[src/rtl/fifo_pkg.sv]
// ---------------------------------------------------------------------------
// fifo_pkg
//   Definitions shared by fifo_mem and its stream-drain consumer.
//   - FIFO_DATA_WIDTH : default data width of fifo_mem data_out and stream data
//   - drain_state_e   : drain controller states
//   - occ_width()     : bits needed to hold an occupancy count of 0..depth
// ---------------------------------------------------------------------------
package fifo_pkg;

    localparam int FIFO_DATA_WIDTH = 16;

    typedef enum logic [1:0] {
        IDLE  = 2'd0,
        RUN   = 2'd1,
        FLUSH = 2'd2
    } drain_state_e;

    function automatic int occ_width(input int depth);
        return $clog2(depth + 1);
    endfunction

endpackage

[src/rtl/fifo_skid_buf.sv]
// ---------------------------------------------------------------------------
// fifo_skid_buf
//   Small circular buffer that absorbs words popped from fifo_mem while the
//   stream sink applies back-pressure. Push and pop may occur in the same
//   cycle; order is always preserved.
// Ports
//   clk_in       in   1           clock, rising edge
//   areset_b     in   1           asynchronous active-low reset
//   i_push       in   1           write i_push_data at the tail
//   i_push_data  in   DATA_WIDTH  word to store
//   i_pop        in   1           drop the head word
//   o_occ        out  OCC_W       number of words held
//   o_head       out  DATA_WIDTH  head word (meaningful only when o_occ != 0)
// ---------------------------------------------------------------------------
module fifo_skid_buf
    import fifo_pkg::*;
#(
    parameter int DATA_WIDTH = FIFO_DATA_WIDTH,
    parameter int SKID_DEPTH = 2,
    localparam int OCC_W     = occ_width(SKID_DEPTH)
) (
    input  logic                  clk_in,
    input  logic                  areset_b,
    input  logic                  i_push,
    input  logic [DATA_WIDTH-1:0] i_push_data,
    input  logic                  i_pop,
    output logic [OCC_W-1:0]      o_occ,
    output logic [DATA_WIDTH-1:0] o_head
);

    localparam int PTR_W = (SKID_DEPTH > 1) ? $clog2(SKID_DEPTH) : 1;

    logic [DATA_WIDTH-1:0] r_mem [SKID_DEPTH];
    logic [PTR_W-1:0]      r_wr_ptr;
    logic [PTR_W-1:0]      r_rd_ptr;
    logic [OCC_W-1:0]      r_occ;

    // Pointers wrap explicitly so non-power-of-two depths work too.
    function automatic logic [PTR_W-1:0] ptr_inc(input logic [PTR_W-1:0] p);
        return (p == PTR_W'(SKID_DEPTH - 1)) ? '0 : p + PTR_W'(1);
    endfunction

    // NOTE: sequential state uses non-blocking assignments so every register
    // samples pre-edge values regardless of block evaluation order.
    always_ff @(posedge clk_in or negedge areset_b) begin
        if (!areset_b) begin
            r_wr_ptr <= '0;
            r_rd_ptr <= '0;
            r_occ    <= '0;
        end else begin
            if (i_push) r_wr_ptr <= ptr_inc(r_wr_ptr);
            if (i_pop)  r_rd_ptr <= ptr_inc(r_rd_ptr);
            case ({i_push, i_pop})
                2'b10:   r_occ <= r_occ + OCC_W'(1);
                2'b01:   r_occ <= r_occ - OCC_W'(1);
                default: r_occ <= r_occ;
            endcase
        end
    end

    // NOTE: the storage array is deliberately not reset; occupancy alone
    // says which entries are valid, and a reset-free array maps to plain RAM.
    always_ff @(posedge clk_in) begin
        if (i_push) r_mem[r_wr_ptr] <= i_push_data;
    end

    assign o_occ  = r_occ;
    assign o_head = r_mem[r_rd_ptr];

endmodule

[src/rtl/fifo_stream_drain.sv]
// ---------------------------------------------------------------------------
// fifo_stream_drain
//   Read-side consumer of fifo_mem. Issues trans_read pops, captures the
//   registered data_out one cycle later into a skid buffer, and presents the
//   buffer head as a valid/ready stream. Burst mode waits for threshold or
//   full, then drains fifo_mem to empty and re-arms.
// Ports
//   clk_in, areset_b     clock / asynchronous active-low reset
//   enable               1 = drain permitted, 0 = stop popping and flush
//   burst_mode           wait for threshold/full, then drain to empty
//   fifo_empty_ind       fifo_mem status inputs (registered in fifo_mem)
//   fifo_full_ind
//   fifo_threshold_ind
//   fifo_underflow_ind
//   fifo_data_out        fifo_mem read data, valid the cycle after a pop
//   fifo_trans_read      pop request to fifo_mem
//   m_valid/m_ready      stream handshake; m_data is the buffer head
//   busy                 controller active or words buffered/in flight
//   word_cnt             accepted stream words, wraps silently
//   underflow_err        sticky fifo_mem underflow flag
// ---------------------------------------------------------------------------
module fifo_stream_drain
    import fifo_pkg::*;
#(
    parameter int DATA_WIDTH = FIFO_DATA_WIDTH,
    parameter int SKID_DEPTH = 2,
    parameter int CNT_WIDTH  = 16
) (
    input  logic                  clk_in,
    input  logic                  areset_b,
    input  logic                  enable,
    input  logic                  burst_mode,
    input  logic                  fifo_empty_ind,
    input  logic                  fifo_full_ind,
    input  logic                  fifo_threshold_ind,
    input  logic                  fifo_underflow_ind,
    input  logic [DATA_WIDTH-1:0] fifo_data_out,
    output logic                  fifo_trans_read,
    output logic                  m_valid,
    input  logic                  m_ready,
    output logic [DATA_WIDTH-1:0] m_data,
    output logic                  busy,
    output logic [CNT_WIDTH-1:0]  word_cnt,
    output logic                  underflow_err
);

    localparam int OCC_W = occ_width(SKID_DEPTH);
    localparam int LVL_W = OCC_W + 1;

    drain_state_e          r_state;
    logic                  r_burst;
    logic                  r_inflight;
    logic [CNT_WIDTH-1:0]  r_word_cnt;
    logic                  r_underflow_err;

    logic [OCC_W-1:0]      w_occ;
    logic [DATA_WIDTH-1:0] w_head;
    logic                  w_m_valid;
    logic                  w_deq;
    logic                  w_pop;
    logic [LVL_W-1:0]      w_level;

    fifo_skid_buf #(
        .DATA_WIDTH (DATA_WIDTH),
        .SKID_DEPTH (SKID_DEPTH)
    ) u_skid (
        .clk_in      (clk_in),
        .areset_b    (areset_b),
        .i_push      (r_inflight),
        .i_push_data (fifo_data_out),
        .i_pop       (w_deq),
        .o_occ       (w_occ),
        .o_head      (w_head)
    );

    assign w_m_valid = (w_occ != '0);
    assign w_deq     = w_m_valid & m_ready;

    // Words that will occupy the buffer after this edge: held + arriving -
    // leaving. A new pop is allowed only if its word is guaranteed a slot.
    assign w_level = LVL_W'(w_occ) + LVL_W'(r_inflight) - LVL_W'(w_deq);
    assign w_pop   = (r_state == RUN) & ~fifo_empty_ind
                   & (w_level < LVL_W'(SKID_DEPTH));

    always_ff @(posedge clk_in or negedge areset_b) begin
        if (!areset_b) begin
            r_state         <= IDLE;
            r_burst         <= 1'b0;
            r_inflight      <= 1'b0;
            r_word_cnt      <= '0;
            r_underflow_err <= 1'b0;
        end else begin
            // fifo_mem presents the popped word one cycle after the pop.
            r_inflight <= w_pop;

            if (w_deq)              r_word_cnt      <= r_word_cnt + CNT_WIDTH'(1);
            if (fifo_underflow_ind) r_underflow_err <= 1'b1;

            case (r_state)
                IDLE: begin
                    if (enable & (~burst_mode | fifo_threshold_ind | fifo_full_ind)) begin
                        r_state <= RUN;
                        r_burst <= burst_mode;
                    end
                end
                RUN: begin
                    if (~enable)
                        r_state <= FLUSH;
                    else if (r_burst & fifo_empty_ind & ~r_inflight)
                        r_state <= IDLE;
                end
                FLUSH: begin
                    // A burst in progress is not resumed; it re-arms from IDLE.
                    if (enable & ~r_burst)
                        r_state <= RUN;
                    else if ((w_occ == '0) & ~r_inflight)
                        r_state <= IDLE;
                end
                default: r_state <= IDLE;
            endcase
        end
    end

    assign fifo_trans_read = w_pop;
    assign m_valid         = w_m_valid;
    // Gated so m_data reads 0 whenever no word is held (including reset).
    assign m_data          = w_m_valid ? w_head : '0;
    assign busy            = (r_state != IDLE) | w_m_valid | r_inflight;
    assign word_cnt        = r_word_cnt;
    assign underflow_err   = r_underflow_err;

endmodule

[config.mk]
export PLATFORM = sky130hd
export DESIGN_NAME = fifo_stream_drain
export DESIGN_NICKNAME = d
export VERILOG_FILES = /design/src/rtl/fifo_pkg.sv /design/src/rtl/fifo_skid_buf.sv /design/src/rtl/fifo_stream_drain.sv
export SDC_FILE = /design/constraint.sdc
export NUM_CORES = 1
export LEC_CHECK = 0
export ABC_AREA = 1
export CELL_PAD_IN_SITES_DETAIL_PLACEMENT = 1
export CELL_PAD_IN_SITES_GLOBAL_PLACEMENT = 2
export CORE_ASPECT_RATIO = 0.6
export CORE_MARGIN = 2
export CORE_UTILIZATION = 25
export CTS_BUF_LIST = sky130_fd_sc_hd__clkbuf_2
export DETAILED_ROUTE_END_ITERATION = 6
export GPL_ROUTABILITY_DRIVEN = 0
export MAX_ROUTING_LAYER = met4
export PLACE_DENSITY = 0.74
export RECOVER_POWER = 100
export SLEW_MARGIN = 10
export SYNTH_ARGS = -nofsm -noshare
export SYNTH_HDL_FRONTEND = slang
export SYNTH_SLANG_ARGS = --single-unit
[constraint.sdc]
create_clock -name clk_in -period 3.1 [get_ports clk_in]
set_input_delay 0.62 -clock clk_in [delete_from_list [all_inputs] [get_ports clk_in]]
set_output_delay 0.62 -clock clk_in [all_outputs]
set_load 0.02 [all_outputs]
==> summary.md <==
| Metric | Value |
|---|---|
| Status | `complete, no violations` |
| Initial Util | `25.6%` |
| Final hold vios | `0` |
| Maxcap violations | `0` |
| IO Count | `61` |
| Hold Path Sink | `underflow_err` |
| F_max | `0.335 GHz` |
| Crit path arrival time | `2370 ps` |
| Most frequent cells in the layout | `nand2_1, clkdlybuf4s50_1, edfxtp_1` |
| Yosys reg bits | `57` |
| Site Rows | `28` |
| Hold Crit Depth | `1` |
| Hold Crit Class | `flop to flop` |
| Post-DRT Antenna Nets | `0` |
| Clock Tree Buf Depth | `2` |
| CP startpoint | `u_skid.o_occ[0]` |
| Nets | `347` |
| Vias in the first global route | `2,061` |
| Hold_sp | `underflow_err` |
| Tightest Pin Transition | `1480 ps` |
| Unique masters post-synth | `25` |
| Final Util | `35.9%` |
| Pwr Density | `841 nW/um^2` |
| Die width | `134 um` |
| Reg-to-Reg End | `r_inflight` |
| Clk_lat worst skew | `480 ps` |
| Die ar. | `10,900 um^2` |
| Endpoints failing setup | `0` |
| TritonRoute pass-1 iters | `4` |
| Wire per inst | `13.7 um` |
| Cells along the critical path | `nor2_4 > nor2_8 > nand2_1 > buf_4 > inv_1 > fa_2 > xor2_1 > nor4b_2 > buf_4 > buf_6` |
| Kind of critical path | `flop to output port` |
| CTS tree | `built` |
| Synth Instances | `240` |
| Final Cycle Share | `96.4%` |
| Worst r2r src | `u_skid.o_occ[0]` |
| Largest net degree at the start of global routing | `26` |
| DR iter-0 viols | `43` |
| Clk_skew | `26.7 ps` |
| Synthesized cell area | `2520 um^2` |
| Post-detail-place hpwl | `4560 um` |
| CTS root buf | `clkbuf_2` |
| Initial antenna violation count | `0` |
| Layout cells sized above 1 | `12.9%` |
| Crit path largest cell delay | `460 ps` |
| Gr usage total | `13.2%` |
| Most used cell, CP | `buf_4` |
| Crit path time final | `2990 ps` |
| First-pass GRT wire length | `10,500 um` |
| Congestion Overflow GR | `0` |
| Post-route cell area | `3530 um^2` |
| H-tree Lvls | `3` |
| Port-buffer cells | `60` |
| Crit end category | `output port` |
| Synthesis-to-finish area growth | `40.1%` |
| Commonest non-fill, non-tap cell in the layout | `nand2_1` |
| Placed Cells | `440` |
| CP top delay family | `simple AND/OR/NAND/NOR gates` |
| RSZ-0062 raised after global routing | `true` |
| Clk slew on worst S/H paths | `160 ps` |
| Slowest-stage cell, CP | `dfrtp_2` |
| CP bufs+invs | `4` |
| Critical path startpoint category | `flop` |
| Clock Sink Count | `57` |
| Syn nets | `267` |
| Mean Syn Cell Area | `10.5 um^2` |
| Total number of vias | `1,930` |
| Worst EP required | `2480 ps` |
| Crit Path Max Fanout | `3` |
| DRC viols | `0` |
| Sum Neg Setup Slack | `0 ps` |
| Final cell count without fillers | `460` |
| Placed Area | `3340 um^2` |
| Final Routed Wirelength | `6300 um` |
| Total CTS buffers | `9` |
| Slew headroom | `1.09%` |
| Core area | `9840 um^2` |
| Yosys Warn Count | `0` |
| R2R Setup Slk | `1070 ps` |
| Slew Viols, Final | `0` |
| Lkg Pwr | `0.00147 uW` |
| # diodes | `0` |
| Sequential area share after synthesis | `62.9%` |
| Max IR drop VDD | `0.000362 V` |
| # hold bufs at CTS | `0` |
| Vias per cell | `4.20` |
| Die Y | `81.8 um` |
| R2r worst-path depth | `11` |
[registers in the layout, indices dropped and copies added, names as in the netlist]
register,count
u_skid.r_mem,32
word_cnt,16
r_state,2
u_skid.o_occ,2
r_burst,1
r_inflight,1
u_skid.r_rd_ptr,1
u_skid.r_wr_ptr,1
underflow_err,1
[layout make-up]
type / count / area (um^2)
inverters: 26 / 97.6
flip-flops and latches: 57 / 1590
well taps: 135 / 169
clock buffers: 10 / 50.0
fillers: 1117 / 6310
clock inverters: 6 / 106
multi-input cells: 153 / 828
repair buffers: 73 / 694
[routing by layer]
layer,up-vias,share of wire (%),global-route usage [%]
met5,-,0,-
met4,0,1.2,4.47
met3,7,3.7,4.01
met2,33,44,19.6
met1,939,51,17.2
li1,951,-,-
[power breakdown]
group,internal (uW),switching [uW],leakage (uW)
clock network,347,280,0.0000896
logic,560,744,0.000788
registers,934,107,0.000589
[cell families after synthesis]
| group | Yosys count | share of synthesized area (%) |
|---|---|---|
| XOR/XNOR | 15 | 5.21 |
| adder cells (fa/ha/maj) | 2 | 1.29 |
| buffers and inverters | 30 | 4.61 |
| flip-flops | 57 | 62.9 |
| AND/OR/NAND/NOR | 115 | 21.8 |
| AO/OA/AOI/OAI | 21 | 4.17 |
[per-stage QoR]
stage,power [uW],worst slack (ps),hold slack (ps)
after floorplan,1760,101,324
after global placement,2320,-597,460
after detailed placement,2340,-621,458
after CTS,3010,10.9,440
after global routing,3190,-73.4,519
final,2970,113,496
[cells in the mapped netlist]
cell | n | area share, %
nand2_1 | 72 | 11
edfxtp_1 | 32 | 38
dfrtp_1 | 25 | 25
inv_1 | 25 | 3.7
a21oi_1 | 17 | 3.4
nand3_1 | 12 | 2.4
nor2_1 | 10 | 1.5
xor2_1 | 9 | 3.1
nand4_1 | 7 | 1.7
xnor2_1 | 6 | 2.1
o21ai_0 | 4 | 0.79
buf_2 | 3 | 0.60
nand2_4 | 3 | 1.3
nor2_4 | 3 | 1.3
nand3b_1 | 2 | 0.60
clkbuf_1 | 1 | 0.15
clkinv_1 | 1 | 0.15
fa_1 | 1 | 0.79
ha_1 | 1 | 0.50
nand3_2 | 1 | 0.40
nor2_2 | 1 | 0.25
nor2_8 | 1 | 0.79
nor3_1 | 1 | 0.20
nor4b_1 | 1 | 0.35
or2_2 | 1 | 0.25
[timing repair]
item	4_1_cts	5_1_grt
setup endpoints to repair	1	1
setup buffers	1	3
pin swaps	2	3
gates resized for setup	11	0
[how the worst max path moves through the flow]
stage	cells after the start	slack, ps	endpoint
2_1_floorplan	8	100	fifo_trans_read
3_3_place_gp	11	-600	fifo_trans_read
3_5_place_dp	11	-620	fifo_trans_read
4_1_cts	10	10	fifo_trans_read
5_1_grt	10	-70	fifo_trans_read
6_report	10	110	fifo_trans_read
(Power assumes the default switching activity.)
